===== src/rtl/fp_result_collector_if.sv =====
// Handshake bundle between the FP multiplier, the result collector and its consumer.
// The slave modport is the collector's side; master is the producer/consumer side.
interface fp_result_collector_if;
    logic        in_valid;
    logic        in_ready;
    logic [31:0] in_result;
    logic        in_error;
    logic        in_overflow;
    logic        in_underflow;
    logic        out_valid;
    logic        out_ready;
    logic [31:0] out_result;
    logic [2:0]  out_flags;

    modport slave (
        input  in_valid, in_result, in_error, in_overflow, in_underflow, out_ready,
        output in_ready, out_valid, out_result, out_flags
    );

    modport master (
        output in_valid, in_result, in_error, in_overflow, in_underflow, out_ready,
        input  in_ready, out_valid, out_result, out_flags
    );
endinterface


===== src/rtl/fp_result_collector.sv =====
// Buffers FP multiplier results in a FWFT FIFO, canonicalises exception flags and
// keeps sticky status plus saturating per-exception counters.
module fp_result_collector #(
    parameter int DEPTH = 4,
    parameter int CNT_W = 16
) (
    input  logic                     clk,
    input  logic                     rst,
    fp_result_collector_if.slave     bus,
    input  logic                     sticky_clr,
    output logic [2:0]               sticky_flags,
    output logic [CNT_W-1:0]         err_count,
    output logic [CNT_W-1:0]         ovf_count,
    output logic [CNT_W-1:0]         unf_count,
    output logic [$clog2(DEPTH):0]   level
);
    localparam int AW = $clog2(DEPTH);
    localparam int LW = AW + 1;

    // Entry layout: {error, overflow, underflow, result[31:0]}
    logic [DEPTH-1:0][34:0]   mem_q, mem_d;
    logic [AW-1:0]            wr_ptr_q, wr_ptr_d;
    logic [AW-1:0]            rd_ptr_q, rd_ptr_d;
    logic [LW-1:0]            level_q, level_d;
    logic [2:0]               sticky_q, sticky_d;
    logic [2:0][CNT_W-1:0]    cnt_q, cnt_d;

    logic       push, pop;
    logic [2:0] canon;
    logic [34:0] head;

    assign bus.in_ready  = (level_q != LW'(DEPTH));
    assign bus.out_valid = (level_q != '0);
    assign head          = mem_q[rd_ptr_q];
    assign bus.out_result = bus.out_valid ? head[31:0]  : 32'h0;
    assign bus.out_flags  = bus.out_valid ? head[34:32] : 3'b000;

    assign push = bus.in_valid & bus.in_ready;
    assign pop  = bus.out_valid & bus.out_ready;

    // Error dominates overflow, which dominates underflow: at most one bit survives.
    assign canon = {bus.in_error,
                    bus.in_overflow & ~bus.in_error,
                    bus.in_underflow & ~bus.in_error & ~bus.in_overflow};

    always_comb begin
        mem_d    = mem_q;
        wr_ptr_d = wr_ptr_q;
        rd_ptr_d = rd_ptr_q;
        level_d  = level_q;
        if (push) begin
            mem_d[wr_ptr_q] = {canon, bus.in_result};
            wr_ptr_d        = wr_ptr_q + AW'(1);
        end
        if (pop) rd_ptr_d = rd_ptr_q + AW'(1);
        case ({push, pop})
            2'b10:   level_d = level_q + LW'(1);
            2'b01:   level_d = level_q - LW'(1);
            default: level_d = level_q;
        endcase
    end

    // Clear applies first so a concurrent push still registers its flags.
    always_comb begin
        sticky_d = sticky_clr ? 3'b000 : sticky_q;
        cnt_d    = sticky_clr ? '0 : cnt_q;
        if (push) begin
            sticky_d = sticky_d | canon;
            for (int i = 0; i < 3; i++) begin
                if (canon[i] && (cnt_d[i] != {CNT_W{1'b1}}))
                    cnt_d[i] = cnt_d[i] + CNT_W'(1);
            end
        end
    end

    always_ff @(posedge clk) begin
        if (rst) begin
            wr_ptr_q <= '0;
            rd_ptr_q <= '0;
            level_q  <= '0;
            sticky_q <= '0;
            cnt_q    <= '0;
        end else begin
            wr_ptr_q <= wr_ptr_d;
            rd_ptr_q <= rd_ptr_d;
            level_q  <= level_d;
            sticky_q <= sticky_d;
            cnt_q    <= cnt_d;
        end
    end

    // Storage needs no reset: entries are only visible once level covers them.
    always_ff @(posedge clk) begin
        mem_q <= mem_d;
    end

    assign sticky_flags = sticky_q;
    assign err_count    = cnt_q[2];
    assign ovf_count    = cnt_q[1];
    assign unf_count    = cnt_q[0];
    assign level        = level_q;
endmodule


===== src/flat_wrapper.sv =====
// flat-port wrapper written by rule: the top's interface ports become plain ports
module fp_result_collector_flat 
#(
    parameter int DEPTH = 4,
    parameter int CNT_W = 16
)
  (clk, rst, sticky_clr, sticky_flags, err_count, ovf_count, unf_count, level, bus_in_valid, bus_in_result, bus_in_error, bus_in_overflow, bus_in_underflow, bus_out_ready, bus_in_ready, bus_out_valid, bus_out_result, bus_out_flags);
  fp_result_collector_if bus_i ();
  input  logic clk;
  input  logic rst;
  input  logic sticky_clr;
  output logic [2:0] sticky_flags;
  output logic [CNT_W-1:0] err_count;
  output logic [CNT_W-1:0] ovf_count;
  output logic [CNT_W-1:0] unf_count;
  output logic [$clog2(DEPTH):0] level;
  input wire logic [$bits(bus_i.in_valid)-1:0] bus_in_valid;
  input wire logic [$bits(bus_i.in_result)-1:0] bus_in_result;
  input wire logic [$bits(bus_i.in_error)-1:0] bus_in_error;
  input wire logic [$bits(bus_i.in_overflow)-1:0] bus_in_overflow;
  input wire logic [$bits(bus_i.in_underflow)-1:0] bus_in_underflow;
  input wire logic [$bits(bus_i.out_ready)-1:0] bus_out_ready;
  output wire logic [$bits(bus_i.in_ready)-1:0] bus_in_ready;
  output wire logic [$bits(bus_i.out_valid)-1:0] bus_out_valid;
  output wire logic [$bits(bus_i.out_result)-1:0] bus_out_result;
  output wire logic [$bits(bus_i.out_flags)-1:0] bus_out_flags;
  assign bus_i.in_valid = bus_in_valid;
  assign bus_i.in_result = bus_in_result;
  assign bus_i.in_error = bus_in_error;
  assign bus_i.in_overflow = bus_in_overflow;
  assign bus_i.in_underflow = bus_in_underflow;
  assign bus_i.out_ready = bus_out_ready;
  assign bus_in_ready = bus_i.in_ready;
  assign bus_out_valid = bus_i.out_valid;
  assign bus_out_result = bus_i.out_result;
  assign bus_out_flags = bus_i.out_flags;
  fp_result_collector #(.DEPTH(DEPTH), .CNT_W(CNT_W)) u_core (.clk(clk), .rst(rst), .bus(bus_i), .sticky_clr(sticky_clr), .sticky_flags(sticky_flags), .err_count(err_count), .ovf_count(ovf_count), .unf_count(unf_count), .level(level));
endmodule

===== config.mk =====
export PLATFORM = sky130hd
export DESIGN_NAME = fp_result_collector_flat
export DESIGN_NICKNAME = d
export VERILOG_FILES = /design/src/rtl/fp_result_collector_if.sv /design/src/rtl/fp_result_collector.sv /design/src/flat_wrapper.sv
export SDC_FILE = /design/constraint.sdc
export NUM_CORES = 1
export LEC_CHECK = 0
export BUFFER_PORTS_ARGS = -buffer_cell sky130_fd_sc_hd__buf_2
export CORE_UTILIZATION = 40
export DETAILED_ROUTE_END_ITERATION = 7
export GPL_TIMING_DRIVEN = 1
export PLACE_DENSITY = 0.68
export SLEW_MARGIN = 30
export SYNTH_ARGS = -nofsm -noshare
export SYNTH_HDL_FRONTEND = slang
export SYNTH_SLANG_ARGS = --single-unit

===== constraint.sdc =====
create_clock -name clk -period 8.1 [get_ports clk]
set_input_delay 0.81 -clock clk [delete_from_list [all_inputs] [get_ports clk]]
set_output_delay 0.81 -clock clk [all_outputs]
set_load 0.02 [all_outputs]

# After elaboration in Yosys (flattened, before gate mapping)
# Cells that the tools add are included.
# op_classes
n_addsub,7
n_mul,0
div,0
order_cmp,3
eq_ne,6
shift,0
muxes,15
bitwise_logic,8
n_reduce_logical,6
# op_table
op,n
bitwise mux 140 bit,1
2-to-1 mux 48 bit,2
binary-select mux 35 bit (select 2 bit),1
demux 35 bit (select 2 bit),1
2-to-1 mux 35 bit,2
adder 16 x 1 -> 16 bit (second input constant),3
2-to-1 mux 16 bit,3
!= test 16 bit (second input constant),3
2-to-1 mux 32 bit,1
2-to-1 mux 3 bit,3
< comparator 2 x 3 -> 1 bit (second input constant),2
case mux 3 bit (2 select lines),1
AND 1 bit,5
adder 2 x 1 -> 2 bit (second input constant),2
logical AND 1 bit,4
adder 3 x 1 -> 3 bit (second input constant),1
!= test 3 bit (second input constant),1
bitwise OR 3 bit,1
nonzero test 3 bit,1
subtractor 3 x 1 -> 3 bit (second input constant),1
== test 2 x 1 -> 1 bit (second input constant),1
== test 2 bit (second input constant),1
greater-or-equal comparator 2 x 1 -> 1 bit (second input constant),1
NOT 1 bit,2
nonzero test 2 bit,1
# totals
regBits,198
latchBits,0
mem_bits_rw,0
mem_bits_ro,0
in_bits,40
out_inout_bits,91
n_memories,0

# Depth between registers and ports, before layout
# Gate-level depths: netlist of the first run.
# depth
word_depth,6
ltp_mapped,10
mapped_depth_nobuf,8

# Least setup slack after synthesis of the first run
# Ideal clock, no wire load.
# synth_path
path_type,input to register
startpoint,input port sticky_clr
endpoint,"register u_core.cnt_q, in the netlist u_core.unf_count[12]"
arrival_ns,2.998
required_time_ns,7.984
setup_slack_ns,4.986
stages,10
path_buffers,3
cell_sequence,buf_2 buf_2 clkbuf_1 nor2b_1 ha_1 nand3_1 nor4b_4 nor3b_2 a31oi_1 a41o_1
# synth_between
elab_chain_len,5
elab_cells_between_ends,6
cone_classes,add/sub: 1; eq/ne: 1; mux: 3; reduce/logical: 1
# synth_rtl
item,line_no,text
"start, declared",flat_wrapper.sv:11,input logic sticky_clr;
2-to-1 mux 48 bit *,fp_result_collector.sv:66,cnt_d = sticky_clr ? '0 : cnt_q;
branches (longest 3 deep; another with adder 16 x 1 -> 16 bit),n/a,
2-to-1 mux 48 bit *,fp_result_collector.sv:67,if (push) begin
"end signal, assigned",fp_result_collector.sv:88,cnt_q <= cnt_d;
"end, declared",fp_result_collector.sv:26,"logic [2:0][CNT_W-1:0] cnt_q, cnt_d;"
# Every way passes the cells marked *.
# A chain may end at the register's enable or synchronous reset.

# Worst setup path after layout of the first run
# layout_path
startpoint,register u_core.rd_ptr_q[0]
endpoint,output port bus_out_result[2]
# layout_between
elab_chain_len,3
# layout_rtl
item,line_no,text
"start, declared",fp_result_collector.sv:23,"logic [AW-1:0] rd_ptr_q, rd_ptr_d;"
"start signal, assigned",fp_result_collector.sv:85,rd_ptr_q <= rd_ptr_d;
binary-select mux 35 bit (select 2 bit),fp_result_collector.sv:34,assign head = mem_q[rd_ptr_q];
2-to-1 mux 35 bit (not written as such),fp_result_collector.sv:34,
2-to-1 mux 32 bit,fp_result_collector.sv:35,assign bus.out_result = bus.out_valid ? head[31:0] : 32'h0;
"end, declared",flat_wrapper.sv:25,output wire logic [$bits(bus_i.out_result)-1:0] bus_out_result;
# Every way passes these cells. The select of a mux whose other input is x is not followed.

==> results of run 1 <==
area by class of cell:
| cell class | count | share of cell area (%) |
|---|---|---|
| Multi-Input combinational cell | 357 | 28.90 |
| Sequential cell | 198 | 53.83 |
| Clock buffer | 17 | 4.266 |
| Antenna cell | 1 | 0.02509 |
| Clock inverter | 15 | 1.970 |
| Inverter | 10 | 0.3764 |
| Timing Repair Buffer | 138 | 7.252 |
| Tap cell | 270 | 3.388 |
layer usage:
metal  wire, um  track usage (%)
met5          0                0
met4        185            4.742
met3       1185            4.969
met2       8519            28.03
met1       7349            20.78
report_power, final:
group	switching [mW]	internal (mW)
combinational	0.449	0.307
clock	0.425	0.426
sequential	0.0279	1.17
total	0.902	1.90
worst register-to-register path, cell delays in order (launching register included):
cell	delay, ns
dfxtp_1	0.38
or3b_1	0.57
nand2_1	0.23
ha_1	0.21
inv_1	0.06
fa_1	0.37
xor2_1	0.16
or3_1	0.30
a21oi_1	0.14
state kept, by name, indices dropped and copies added, names as in the netlist:
signal,count
u_core.rd_ptr_q,2
u_core.mem_q,140
u_core.ovf_count,16
u_core.unf_count,16
u_core.level,3
u_core.sticky_flags,3
u_core.err_count,16
u_core.wr_ptr_q,2
logic make-up after synthesis:
| kind of cell | after synthesis | synth area share [%] |
|---|---|---|
| multiplexers | 40 | 10.03 |
| flip-flops | 198 | 63.89 |
| adder cells (fa/ha/maj) | 9 | 1.430 |
| XOR/XNOR | 31 | 3.233 |
| buffers and inverters | 38 | 1.803 |
| AO/OA/AOI/OAI | 63 | 5.036 |
| AND/OR/NAND/NOR | 214 | 14.59 |
cells in the mapped netlist (6+ instances only):
cell / number
edfxtp_1: 140
dfxtp_1: 58
nor2_1: 43
and2_1: 39
mux4_2: 35
nand2_1: 25
nor2b_1: 23
xnor2_1: 23
a21oi_1: 22
clkbuf_1: 18
nand3_1: 16
or3_1: 12
and3_1: 10
inv_1: 10
o21ai_0: 10
ha_1: 8
nand4_1: 8
nor4_1: 8
xor2_1: 8
buf_2: 7
o211ai_1: 6
placed cells by master (no fill, tap or decap), types with 10 or more instances in the layout:
cell type	n
nor2b_1	23
and2_1	39
o21ai_0	10
or3_1	12
mux4_2	35
nor2_1	43
a21oi_1	22
xnor2_1	23
nand2_1	25
and3_1	10
nand3_1	16
buf_2	130
clkbuf_16	17
dfxtp_1	56
inv_1	10
edfxtp_1	140
worst min-delay path by stage:
stage                                                   end  cells after the start                              start  slack [ns]
after floorplan             u_core.wr_ptr_q[1]$_SDFFE_PP0N_                      2    u_core.wr_ptr_q[1]$_SDFFE_PP0N_        0.47
after global placement    u_core.sticky_flags[1]$_SDFF_PP0_                      2  u_core.sticky_flags[1]$_SDFF_PP0_        0.45
after detailed placement  u_core.sticky_flags[1]$_SDFF_PP0_                      2  u_core.sticky_flags[1]$_SDFF_PP0_        0.46
after CTS                 u_core.sticky_flags[1]$_SDFF_PP0_                      2  u_core.sticky_flags[1]$_SDFF_PP0_        0.47
after global routing      u_core.sticky_flags[1]$_SDFF_PP0_                      2  u_core.sticky_flags[1]$_SDFF_PP0_        0.49
final                     u_core.sticky_flags[1]$_SDFF_PP0_                      2  u_core.sticky_flags[1]$_SDFF_PP0_        0.48
stage by stage:
stage	area, um2	power, mW
2_1_floorplan	8398	1.755
3_3_place_gp	9328	1.988
3_5_place_dp	9348	2.000
4_1_cts	9970	2.852
5_1_grt	9972	2.944
6_report	9972	2.806
==> results.md, run 1 <==
- CP startpoint kind: register
- Total CTS buffers: 17
- Dominant synthesized flop cell: edfxtp_1
- Dpl cells: between 900 and 1000
- Gp weighted congestion: ~0.80
- Final Skew: approximately 0.012 ns
- Setup bufs post-CTS: 0
- Die width: ~150 um
- Cells after Synth: between 500 and 600
- WL/cell: about 17 um
- Relative slew slack: a little under half
- Synth-to-Final Area Change: 18.74%
- Pin slew with the least headroom to its limit: 0.7926 ns
- CTS Hold Bufs: 0
- Drt total wl: between 15 and 20 mm
- Total Neg Setup Slack: 0 ns
- Post-layout worst setup margin: ~5.0 ns
- Register area: between 5000 and 6000 um2
- 1st-pass router iterations: 5
- Final worst path period need: between 3 and 4 ns
- P_leak: 3.633 nW
- Worst Path Required: ~7.3 ns
- #FFs+latches synth: roughly 200
- Post-route insts no fill: between 1000 and 1500
- Crit path cell chain: buf_4, mux4_2, and2_1, buf_2
- Slowest-stage cell, CP: buf_4
- Post-DP HPWL: between 10 and 15 mm
- Initial core utilization: 41.11%
- Slowest stage delay, CP: slightly below 0.6 ns
- Port bufs: 130
- Tot GR Track Use: 16.65%
- Share of cells above drive strength 1: 30.20%
- Crit path depth: 4
- Cell Pwr Density: ~280 nW/um2
- Syn avg cell area: about 14 um2
- Number of global-route vias before repair: around 5300
- Vias: ~5300
- CP Capture Type: output pin
- Die height: between 100 and 150 um
- First-pass GRT wire length: about 28 mm
- Sequential fraction of the synthesis area: 63.89%
- Setup-failing EPs final: 0
- Reg-to-Reg End: u_core.level[2]$_SDFFE_PP0P_
- Post-route clock period utilization: a little under two fifths
- Post-Syn Nets: 642
- Buf/Inv on CP: 2
- WS Path Type: reg2out
- Setup WS pre-CTS: approximately 4.8 ns
- Critical path peak fanout: 37
- CP Launch Point: u_core.rd_ptr_q[0]$_SDFFE_PP0N_
- CTS tree: built
- Clock sink count: between 150 and 200
- Core Util, Final: approximately half
- Area of the die: approximately 22000 um2
- Worst Hold Class: reg2reg
- Largest net degree at the start of global routing: 52
- Antenna violations before repair: 1
- Max clock buf depth: 2
- Clk root buf: clkbuf_16
- Cell Area, Synth: 8398 um2
- FF-to-FF setup slack: about 5.6 ns
- Number of I/O pins: 131
- Multi-input gate area in the final layout: ~2900 um2
- Max Cap Viol: 0
- Worst Reg2Reg Path Length in Cells: 8
- Status: completed
- Post-synth EDFFs: 140
- Routed Antenna Nets: 0
- DR DRC count: 0
- Final hold vios: 0
- DRT iter0 DRCs: around 340
- Post-synth ARST share: 0%
- Clk Latency, worst-skew pair: approximately 0.43 ns
- Synth cell types: 54
- Layout Nets: roughly 770
- Most area-hungry cell type in the Yosys netlist: edfxtp_1
- Share of the synthesized area in the top cell type: roughly half
- Synth area leaders: edfxtp_1 50%, dfxtp_1 14%, mux4_2 9.4%
- Slew Viols, Final: 0
- Fill count: 1795
- Vias per inst: approximately 5.2
- Reg-to-Reg Start: u_core.level[2]$_SDFFE_PP0P_
- Critical Path Sink: bus_out_result[2]
- GR Overflow Total: 0
- RSZ-0062 raised after global routing: no
- Worst hold slack: roughly 0.48 ns
- Critical Path AT: 2.28 ns
- Peak VDD IR: ~0.00014 V
- Clk pin slew, worst setup/hold paths: about 0.08 ns
- Site Rows: between 50 and 60
- CP delay by family, top: buffers and inverters
- F_max: around 320 MHz
- H-Tree Depth: 4
- Core area: between 20000 and 25000 um2
- Warnings from Yosys: 0
- Post-CTS resize count: 0
Note: power is estimated with default switching activity, not from simulation.
==> inputs of run 2 (changes only) <==
--- a/config.mk
+++ b/config.mk
@@ -5,11 +5,12 @@
 export SDC_FILE = /design/constraint.sdc
 export NUM_CORES = 1
 export LEC_CHECK = 0
+export ABC_AREA = 1
 export BUFFER_PORTS_ARGS = -buffer_cell sky130_fd_sc_hd__buf_2
 export CORE_UTILIZATION = 40
 export DETAILED_ROUTE_END_ITERATION = 7
 export GPL_TIMING_DRIVEN = 1
-export PLACE_DENSITY = 0.68
+export PLACE_DENSITY = 0.67
 export SLEW_MARGIN = 30
 export SYNTH_ARGS = -nofsm -noshare
 export SYNTH_HDL_FRONTEND = slang
==> constraint.sdc (replaced) <==
create_clock -name clk -period 3.1 [get_ports clk]
set_input_delay 0.31 -clock clk [delete_from_list [all_inputs] [get_ports clk]]
set_output_delay 0.31 -clock clk [all_outputs]
set_load 0.02 [all_outputs]
==> run 2 against run 1 <==
Total power increased to 2.6 times the previous value. Largest cell class unchanged. Synthesized area increased by 6.5%. Clock power increased to 2.7 times the previous value.
==> results.md, run 2 <==
- Status: completed
- CP delay by family, top: flip-flops
- Slew Viols, Final: 0
- Share of the synthesized area in the top cell type: a little under half
- Site Rows: 54
- Die width: about 150 um
- Final worst path period need: 2.555 ns
- Total CTS buffers: 17
- Largest Register: u_core.mem_q
- FF-to-FF setup slack: approximately 0.9 ns
- Number of I/O pins: 131
- Drt total wl: 20.05 mm
- Design area: 10500 um2
- Antenna violations before repair: 1
- Core area: ~22000 um2
- Worst Path Required: 2.79 ns
- Critical path peak fanout: 37
- H-Tree Depth: 4
- Max FFs per register: 140
- Syn avg cell area: about 9.3 um2
- Worst hold slack: slightly below 0.08 ns
- Sequential fraction of the synthesis area: roughly 60%
- DR DRC count: 0
- Clock sink count: slightly below 200
- Max clock buf depth: 2
- Most frequent cell after synthesis: nor2_1
- Number of global-route vias before repair: a little over 6000
- Switch Pwr: 2.602 mW
- CTS tree: built
- Area of the die: between 20000 and 25000 um2
- Buf/Inv on CP: 2
- Die height: about 150 um
- Dominant synthesized flop cell: edfxtp_1
- CTS Hold Bufs: 0
- Commonest non-fill, non-tap cell in the layout: nor2_1
- Post-synth ARST share: 0%
- First-pass GRT wire length: 31.22 mm
- Core Util, Final: 47.97%
- 1st-pass router iterations: 5
- Gp weighted congestion: a little under 0.9
- Worst Hold Class: in2reg
- Initial core utilization: between 40% and 50%
- Cell Area, Synth: between 8000 and 9000 um2
- Switching Share: 35.53%
- P_leak: approximately 4.1 nW
- Final hold vios: 0
- Pint: between 4 and 5 mW
- Relative slew slack: 49.96%
- Most area-hungry cell type in the Yosys netlist: edfxtp_1
- Warnings from Yosys: 0
- Total Neg Setup Slack: 0 ns
- Setup WS pre-CTS: between 0.8 and 0.9 ns
- Pin slew with the least headroom to its limit: 0.7496 ns
- Clk network pwr share: ~30%
- Peak VDD IR: between 0.0004 and 0.0005 V
- WS Path Type: reg2out
- Area post-placement: between 9000 and 10000 um2
- Most frequent cells in the layout: 245 x nor2_1, 140 x edfxtp_1, 130 x buf_2
- Tot GR Track Use: ~18%
- Share of cells above drive strength 1: roughly 22%
- CP Capture Type: output pin
- Crit path cell chain: inv_2, nor2_1, o21ai_0, a21oi_1, buf_2
- Clk root buf: clkbuf_16
- Final Skew: between 0.015 and 0.02 ns
- #FFs+latches synth: 198
- Critical Path AT: 2.25 ns
- Synth area leaders: edfxtp_1 47%, dfxtp_1 13%, nor2_1 10%
- Post-route clock period utilization: slightly above 80%
- Clk pin slew, worst setup/hold paths: around 0.090 ns
- Clk Latency, worst-skew pair: 0.44 ns
- Vias: about 6700
- WL/cell: approximately 15 um
- Slowest stage delay, CP: 0.67 ns
- Setup bufs post-CTS: 0
- Max Cap Viol: 0
- Register share of total power: a little over two fifths
- Post-DP HPWL: 12.75 mm
- Layout Nets: around 1100
- Setup-failing EPs final: 0
- CP startpoint kind: register
- GR Overflow Total: 0
- Commonest cells in the netlist: 249 x nor2_1, 140 x edfxtp_1, 113 x nand2_1
- Post-layout worst setup margin: approximately 0.54 ns
- Vias per inst: 4.901
- DRT iter0 DRCs: 387
- Cells after Synth: 961
- Post-Syn Nets: approximately 1000
- F_max: 391.3 MHz
- Slowest-stage cell, CP: dfxtp_1
- RSZ-0062 raised after global routing: no
- Cell Pwr Density: about 700 nW/um2
- Synth cell types: 36
- Routed Antenna Nets: 0
- Port bufs: 130
- Post-CTS resize count: 0
- Largest net degree at the start of global routing: between 50 and 60
- Combinational power share: between 20% and 30%
- Post-synth EDFFs: between 100 and 150
- Synth-to-Final Area Change: 17.45%
-- run 2: cell types whose count changed after synthesis, moves of 36 or more --
cell,change
o21ai_0,+73
nor2_1,+206
a21oi_1,+38
and2_1,-36
nand2_1,+88
inv_1,+74
-- run 2: stage by stage --
step / total power [mW] / std cells
3_3_place_gp: 5.118 / 1343
3_5_place_dp: 5.139 / 1343
6_report: 7.322 / 1376
4_1_cts: 7.402 / 1375
2_1_floorplan: 4.440 / 961
5_1_grt: 7.718 / 1375
-- run 2: worst register-to-register path: stages (launching register included) --
cell and delay (ns):
dfxtp_1 0.35, inv_1 0.15, nand3_2 0.14, nand2_2 0.32, ha_1 0.21, inv_1 0.07, fa_1 0.37, a21oi_1 0.14
o21ai_0 0.11, o21ai_0 0.16, a21oi_1 0.05
-- run 2: final cells by class --
cell class	instances	area, um2
Inverter	90	337.8
Multi-Input combinational cell	632	3058
Fill cell	2050	11390
Timing Repair Buffer	143	760.7
Clock inverter	15	200.2
Clock buffer	17	425.4
Tap cell	280	350.3
Antenna cell	1	2.502
Sequential cell	198	5366
-- run 2: final timing paths --
kind	from	to	cells past startpoint
setup / recovery	u_core.rd_ptr_q[1]$_SDFFE_PP0N_	bus_out_flags[0]	5
hold / removal	bus_in_result[20]	u_core.mem_q[90]$_DFFE_PP_	1
setup reg to reg	u_core.level[0]$_SDFFE_PP0P_	u_core.level[2]$_SDFFE_PP0P_	10
hold reg to reg	u_core.sticky_flags[0]$_SDFF_PP0_	u_core.sticky_flags[0]$_SDFF_PP0_	2
-- run 2: layer usage --
| metal | vias to the layer above | routed length (um) | track usage [%] | share of wire (%) |
|---|---|---|---|---|
| met2 | 156 | 9668 | 30.48 | 48 |
| met1 | 3142 | 8955 | 22.44 | 45 |
| met5 | - | 8 | 0 | 0.040 |
| li1 | 3430 | - | - | - |
| met4 | 2 | 163 | 4.455 | 0.81 |
| met3 | 14 | 1257 | 4.760 | 6.3 |
-- run 2: cells by family after synthesis --
| group | Yosys count | share of synthesized area [%] |
|---|---|---|
| buffers and inverters | 131 | 6.199 |
| adders and majority gates | 9 | 1.343 |
| xor gates and xnor gates | 1 | 0.09797 |
| and+or+nand+nor | 466 | 23.57 |
| DFF | 198 | 60.01 |
| AOI/OAI and AO/OA | 156 | 8.788 |
-- run 2: power groups by stage --
stage / Combinational, mW / Clock, mW / Sequential [mW]
2_1_floorplan: 1.26 / 0 / 3.18
3_3_place_gp: 1.95 / 0 / 3.17
3_5_place_dp: 1.96 / 0 / 3.18
4_1_cts: 1.97 / 2.32 / 3.12
5_1_grt: 2.15 / 2.43 / 3.14
6_report: 1.94 / 2.26 / 3.12
